### src/rtl/seq_mul_pkg.sv
// seq_mul_pkg: shared state encoding and default operand widths for the sequential multiplier
package seq_mul_pkg;
  localparam int M_DEF = 8;
  localparam int N_DEF = 8;
  typedef enum logic [1:0] {IDLE, CALC, DONE} state_e;
endpackage

### src/rtl/twos_abs.sv
// twos_abs: conditional two's-complement negate, used both for operand magnitudes and the final product sign
module twos_abs #(
  parameter int W = 8
) (
  input  logic [W-1:0] x,
  input  logic         neg,
  output logic [W-1:0] y
);
  assign y = neg ? ~x + W'(1) : x;
endmodule

### src/rtl/seq_shift_add_multiplier.sv
// seq_shift_add_multiplier: N-cycle shift-and-add multiplier on unsigned magnitudes, with the sign applied at the end
module seq_shift_add_multiplier
  import seq_mul_pkg::*;
#(
  parameter int M = M_DEF,
  parameter int N = N_DEF
) (
  input  logic           clk,
  input  logic           rst,
  input  logic           in_valid,
  output logic           in_ready,
  input  logic           signed_mode,
  input  logic [M-1:0]   A,
  input  logic [N-1:0]   B,
  output logic           out_valid,
  input  logic           out_ready,
  output logic [M+N-1:0] C
);
  localparam int W  = M + N;
  localparam int CW = $clog2(N);
  state_e        state_q, state_d;
  logic [W-1:0]  acc_q, acc_d, mcand_q, mcand_d, c_q, c_d;
  logic [N-1:0]  mplier_q, mplier_d;
  logic [CW-1:0] cnt_q, cnt_d;
  logic          sign_q, sign_d;
  logic [M-1:0]  a_mag;
  logic [N-1:0]  b_mag;
  logic [W-1:0]  sum, c_fix;
  logic          last;
  twos_abs #(.W(M)) u_abs_a (.x(A), .neg(signed_mode & A[M-1]), .y(a_mag));
  twos_abs #(.W(N)) u_abs_b (.x(B), .neg(signed_mode & B[N-1]), .y(b_mag));
  twos_abs #(.W(W)) u_neg_c (.x(sum), .neg(sign_q), .y(c_fix));
  // The multiplier shifts right so its LSB is always the bit under examination
  assign sum       = acc_q + (mplier_q[0] ? mcand_q : '0);
  assign last      = cnt_q == CW'(N - 1);
  assign in_ready  = state_q == IDLE;
  assign out_valid = state_q == DONE;
  assign C         = c_q;
  always_comb begin
    state_d  = state_q;
    acc_d    = acc_q;
    mcand_d  = mcand_q;
    mplier_d = mplier_q;
    cnt_d    = cnt_q;
    sign_d   = sign_q;
    c_d      = c_q;
    case (state_q)
      IDLE: if (in_valid) begin
        state_d  = CALC;
        acc_d    = '0;
        mcand_d  = W'(a_mag);
        mplier_d = b_mag;
        cnt_d    = '0;
        sign_d   = signed_mode & (A[M-1] ^ B[N-1]);
      end
      CALC: begin
        acc_d    = sum;
        mcand_d  = mcand_q << 1;
        mplier_d = mplier_q >> 1;
        cnt_d    = cnt_q + CW'(1);
        if (last) begin
          state_d = DONE;
          c_d     = c_fix;
        end
      end
      DONE: if (out_ready) state_d = IDLE;
      default: state_d = IDLE;
    endcase
  end
  always_ff @(posedge clk or negedge rst) begin
    if (!rst) begin
      state_q  <= IDLE;
      acc_q    <= '0;
      mcand_q  <= '0;
      mplier_q <= '0;
      cnt_q    <= '0;
      sign_q   <= 1'b0;
      c_q      <= '0;
    end else begin
      state_q  <= state_d;
      acc_q    <= acc_d;
      mcand_q  <= mcand_d;
      mplier_q <= mplier_d;
      cnt_q    <= cnt_d;
      sign_q   <= sign_d;
      c_q      <= c_d;
    end
  end
endmodule
### config.mk
export PLATFORM = sky130hd
export DESIGN_NAME = seq_shift_add_multiplier
export DESIGN_NICKNAME = d
export VERILOG_FILES = /design/src/rtl/seq_mul_pkg.sv /design/src/rtl/twos_abs.sv /design/src/rtl/seq_shift_add_multiplier.sv
export SDC_FILE = /design/constraint.sdc
export NUM_CORES = 1
export LEC_CHECK = 0
export ABC_AREA = 1
export CAP_MARGIN = 15
export CORE_MARGIN = 1.5
export CORE_UTILIZATION = 50
export CTS_BUF_LIST = sky130_fd_sc_hd__clkbuf_4 sky130_fd_sc_hd__clkbuf_8
export CTS_CLUSTER_DIAMETER = 100
export DETAILED_ROUTE_END_ITERATION = 8
export GPL_TIMING_DRIVEN = 0
export HOLD_SLACK_MARGIN = 0.05
export PLACE_DENSITY = 0.71
export SKIP_CTS_REPAIR_TIMING = 1
export SLEW_MARGIN = 20
export SYNTH_ARGS = -nofsm -noshare
export SYNTH_HDL_FRONTEND = slang
export SYNTH_SLANG_ARGS = --single-unit
### constraint.sdc
create_clock -name clk -period 3.5 [get_ports clk]
set_input_delay 0.875 -clock clk [delete_from_list [all_inputs] [get_ports clk]]
set_output_delay 0.875 -clock clk [all_outputs]
set_load 0.02 [all_outputs]
Word level (Yosys, flattened, before mapping)
Cells that the tools add are included.
Operators by class
  $mul: 0
  bitwise operators: 7
  add/subtract/negate cells: 5
  equal/unequal tests: 6
  $lt $le $gt $ge: 0
  shifts and indexed selects: 0
  divide/modulo/power cells: 0
  muxes and demuxes: 16
  reduce and logical (&&, ||, !) cells: 6
Operators with widths (number)
  $mux W16: 4
  $pmux W16 S2: 2
  $mux W8: 3
  $add A16 B1 Y16 const B: 1
  $add A16 B16 Y16: 1
  $add A8 B1 Y8 const B: 2
  $not A16 Y16: 1
  $not A8 Y8: 2
  $pmux W8 S2: 1
  $mux W2: 3
  $pmux W2 S3: 1
  $pmux W3 S2: 1
  $reduce_and A2 Y1: 3
  $ne A2 B2 Y1 const B: 2
  $add A3 B1 Y3 const B: 1
  $and A1 B1 Y1: 3
  $eq A3 B3 Y1 const B: 1
  $mux W3: 1
  $reduce_and A3 Y1: 1
  $eq A2 B1 Y1 const B: 1
  $eq A2 B2 Y1 const B: 1
  $logic_not A2 Y1: 1
  $ne A2 B1 Y1 const B: 1
  $reduce_bool A2 Y1: 1
  $xor A1 B1 Y1: 1
Storage, ports and cells
  RAM bits: 0
  bits of input ports: 21
  bits in read-only memories: 0
  memories: 0
  register bits: 62
  output and inout port bits: 18
  logic and storage cells: 47
  latch bits: 0

Logic depth before layout (Yosys ltp)
  word-level depth: 5
  depth in mapped cells: 21
  depth with buffers taken out: 19

Hierarchy
From an unflattened synthesis, not the netlist that was laid out.
Unflattened totals
  cell total of the unflattened synthesis: 593
  area, all modules: 4438.0 sq um
By module, submodules not included
  seq_shift_add_multiplier: cells an instance 421, area an instance 3572.2 sq um, seq. area each 1551.5 sq um, instances 1
  twos_abs (u_neg_c): cells an instance 94, area an instance 475.5 sq um, seq. area each 0.0 sq um, instances 1
  twos_abs (u_abs_a ...): cells an instance 39, area an instance 195.2 sq um, seq. area each 0.0 sq um, instances 2

Least setup slack after synthesis
OpenSTA, ideal clock, no wires.
  path type: register -> register
  start point: register mplier_q[0]
  end point: register c_q[14] (netlist: C[14])
  stages on the path, launching flop included: 18
  setup time: 118 ps
  data required time: 3382 ps
  clock period less this slack: 2707 ps
  arrival: 2589 ps
  setup slack: 793 ps
  buffers on the path: 2
  cells stage by stage: dfrtp_1 clkbuf_1 clkbuf_1 nand2_1 inv_1 ha_1 fa_1 inv_1 ha_1 inv_1 nor2_1 nand3_1 nor2_2 nand2_1 o21ai_2 nand3_1 nand3_1 nand2_1
On the way
  cells in the longest elaborated chain, start to end: 5
Ends and longest elaborated chain
  start, declared: line seq_shift_add_multiplier.sv:23  | logic [N-1:0] mplier_q, mplier_d;
  start signal, assigned: line seq_shift_add_multiplier.sv:83  | mplier_q <= mplier_d;
  $mux W16 (*): line seq_shift_add_multiplier.sv:34  | assign sum = acc_q + (mplier_q[0] ? mcand_q : '0);
  $add A16 B16 Y16 (*): line seq_shift_add_multiplier.sv:34
  $not A16 Y16: line twos_abs.sv:9  | assign y = neg ? ~x + W'(1) : x;
  $add A16 B1 Y16: line twos_abs.sv:9
  $mux W16 (*): line twos_abs.sv:9
  end signal, assigned: line seq_shift_add_multiplier.sv:78  | c_q <= '0;
  end signal, assigned: line seq_shift_add_multiplier.sv:86  | c_q <= c_d;
  end, declared: line seq_shift_add_multiplier.sv:22  | logic [W-1:0] acc_q, acc_d, mcand_q, mcand_d, c_q, c_d;
Every way passes the cells marked *; elsewhere a longest branch is shown, timed or not.
A chain may end at the register's enable or synchronous reset.

Final worst setup path
  start point: register mplier_q[0]
  end point: register c_q[13] (netlist: C[13])
Same word-level chain as after synthesis.

==> run_results.csv <==
group,metric,value,unit
yosys,synth.yosys.warnings,0,
layout,flow.area_growth_from_synthesis,17.91,%
layout,final_area,5025,um^2
sta,drv_slew,0,
setup_path,crit_path_max_delay_cell_type,"sky130_fd_sc_hd__fa_1",
setup_path,type_of_origin_of_the_critical_path,"flop",
die,die_h,95.32,um
yosys,post_synthesis_cell_area,4262,um^2
setup_path,crit_chain,"clkbuf_1, clkbuf_2, nand2_1, inv_1, ha_1, fa_1, nand2_1, nand2_1, nand3_2, nand2_2, nand2_2, nand2_1, nand2_1, nand2_1, nor2_1, nand3_1, nand2_1, nand2_1, nand3_1, nand2_1",
drt,drc_errors,0,
sta,finalSetupViolCount,0,
layout,final_net_count,712,
power,leakage,2.672,nW
clocking,clk_pin_slew,0.08,ns
yosys,number_of_enable_type_register_cells_in_the_synthesized_netlist,0,
yosys,synth_top_cells_by_count,"201 x sky130_fd_sc_hd__nand2_1, 93 x sky130_fd_sc_hd__inv_1, 62 x sky130_fd_sc_hd__dfrtp_1",
drt,post_route_wl,10380,um
setup_path,path_class,"reg2reg",
sta,final_period_minus_worst_setup_slack,3.028,ns
setup_path,cp-startpoint,"mplier_q[0]",
yosys,post-synth-top-count-cell,"sky130_fd_sc_hd__nand2_1",
clocking,cts_buffer_depth,2,
global_routing,antenna_found_initial,0,
sta,min_period_over_period,86.52,%
yosys,synthesis.nets,662,
place,routabilityCongestion,0.9018,
clocking,cts_htree_levels,3,
clocking,worst_skew_pair.late_latency,0.35,ns
yosys,yosys.cell_types.count,34,
die,die_w,95.32,um
sta,clock.fmax,330.2,MHz
drt,post_drt_wl_per_cell,13.30,um
sta,rsz_0062_raised_after_global_routing,"no",
power,fin_total_pwr,0.004640,W
layout,antenna-diode-count,0,
setup_path,worst_path_most_repeated_cell,"sky130_fd_sc_hd__nand2_1",
yosys,ys_ff_latch,62,
global_routing,grt_pass1_vias,3810,
drt,drt_iter0_markers,187,
power,worst_ir_drop_vdd,411.3,uV
sta,setup-tns-final,0,ns
global_routing,grt_pass1_wl,17390,um
die,placementRows,33,
setup_path,timing.critical_path.arrival,3.26,ns
clocking,tritoncts,"built",
setup_path,worstPathRequired,3.74,ns
run_status,status,"complete, no violations",
layout,drive_gt1_share,6.519,%
global_routing,globalRoute.totalOverflow,0,
sta,worst_clock_skew,0.007603,ns
drt,drt.antenna.violating_nets,0,
sta,slew-limit-headroom,62.52,%
setup_path,crit_fanout,10,
sta,hold_violations,0,
yosys,yosys-top-cells-area,"sky130_fd_sc_hd__dfrtp_1 36%, sky130_fd_sc_hd__nand2_1 18%, sky130_fd_sc_hd__inv_1 8.2%",
yosys,postSynthAreaPerCell,6.874,um^2
global_routing,grt_use_total,25.36,%
yosys,syn_inst_count,620,
die,core-area,8217,um^2
setup_path,launch_point_of_the_worst_reg_to_reg_path,"mplier_q[0]",
drt,detail_route.first_pass.iterations,5,
power,power_per_cell_area,923.4,nW/um^2
die,ioPinCount,39,
yosys,yosys.area.top_type_share,36.41,%
place,placed_area,4791,um^2
global_routing,grt_start_max_net_pins,42,
sta,transition_time_at_the_pin_with_the_least_slew_margin,0.5622,ns
clocking,clock-root-buffer,"sky130_fd_sc_hd__clkbuf_8",
yosys,synth_async_sr_flop_share,100.0,%
place,post-dp-hpwl,8207,um
job,timing.max_cap.violations,0,
min_path,timing.hold.worst.class,"in2async",
drt,detailroute.via_count,4090,
setup_path,crit_family,"simple AND/OR/NAND/NOR gates",
yosys,synth.yosys.seq_area_share,36.41,%
clocking,number_of_buffers_created_by_cts,9,
drt,post_detailed_route_via_to_cell_ratio,5.244,
setup_path,slowest_delay,0.43,ns
place,buffer_ports.inserted,38,
die,die_area,9086,um^2
setup_path,critical_path_buf_inv_count,3,
die,floorplan.initialDensity,51.87,%
yosys,yosys.area.top_type,"sky130_fd_sc_hd__dfrtp_1",
yosys,postSynth.topFlopCell,"sky130_fd_sc_hd__dfrtp_1",
setup_path,cp-end-kind,"flop",
clocking,clock_sink_count,62,
area by class of cell:
cell class	instances	area, um^2
inverters	97	364.1
well taps	105	131.4
fillers	815	3192
clock buffers	11	151.4
clock inverters	5	81.33
multi-input cells	447	2293
flip-flops and latches	62	1551
repair buffers	39	397.9
plain buffers	14	53.80
path summary, 6_finish.rpt:
check	to	slack [ns]	cells past startpoint
worst min register to register	C[7]	0.48	2
worst max-delay path	C[13]	0.47	20
min in group clk	C[7]	0.48	2
worst min-delay path	acc_q[12]	0.41	1
worst max register to register	C[13]	0.47	20
max in group asynchronous	acc_q[3]	2.57	2
state kept, by name, indices dropped and copies added, names as in the netlist:
register / count
sign_q: 1
mplier_q: 8
C: 16
mcand_q: 16
acc_q: 16
state_q: 2
cnt_q: 3
metrics by stage:
stage                     instances  utilization, %  hold WS [ns]  setup slack (ns)
after floorplan                 620               -        0.4534            0.7931
after global placement          763           58.09        0.4653           -0.4803
after detailed placement        764           58.31        0.4698            0.3557
after CTS                       780           61.14        0.4118            0.3431
after global routing            780           61.15        0.4159           0.07651
final                           780           61.15        0.4111            0.4719
worst reg2reg max path, delay by kind of cell (launching register included):
family	cells	cell delay [ns]
and+or+nand+nor	15	1.44
adders and majority gates	2	0.66
buffers and inverters	3	0.45
DFF	1	0.36
per-layer routing:
layer  share of wire, %  track usage, %  up-vias
met5                  0               0        -
met2                 50           44.09       85
met4                3.3           12.56        0
met3                3.8           4.306       27
met1                 43           29.99     1889
li1                   -               -     2089
logic make-up (layout without fill, tap and decap cells):
group / after synthesis / count (layout) / synth area share, %
xor+xnor: 13 / 13 / 2.672
compound gates: 94 / 94 / 12.68
simple gates: 319 / 319 / 32.12
flops: 62 / 62 / 36.41
fa+ha+maj: 21 / 21 / 6.342
buf+inv: 111 / 166 / 9.777
power by group:
part	leakage [nW]	internal (W)	switching, W	total [W]
Clock	0.116	0.000440	0.000301	0.000741
Sequential	0.791	0.00103	0.000182	0.00121
Combinational	1.77	0.000942	0.00174	0.00269
cell usage in the layout (no fill, tap or decap), drive strengths merged, types with 17 or more instances in the layout:
cell type / synthesis / layout
dfrtp: 62 / 62
ha: 20 / 20
nand3: 49 / 49
inv: 96 / 96
o21ai: 49 / 49
nor2: 38 / 38
clkdlybuf4s50: 0 / 37
clkbuf: 13 / 24
a21oi: 17 / 17
nand2: 214 / 214
No activity file was read; power rests on OpenSTA's default activity.
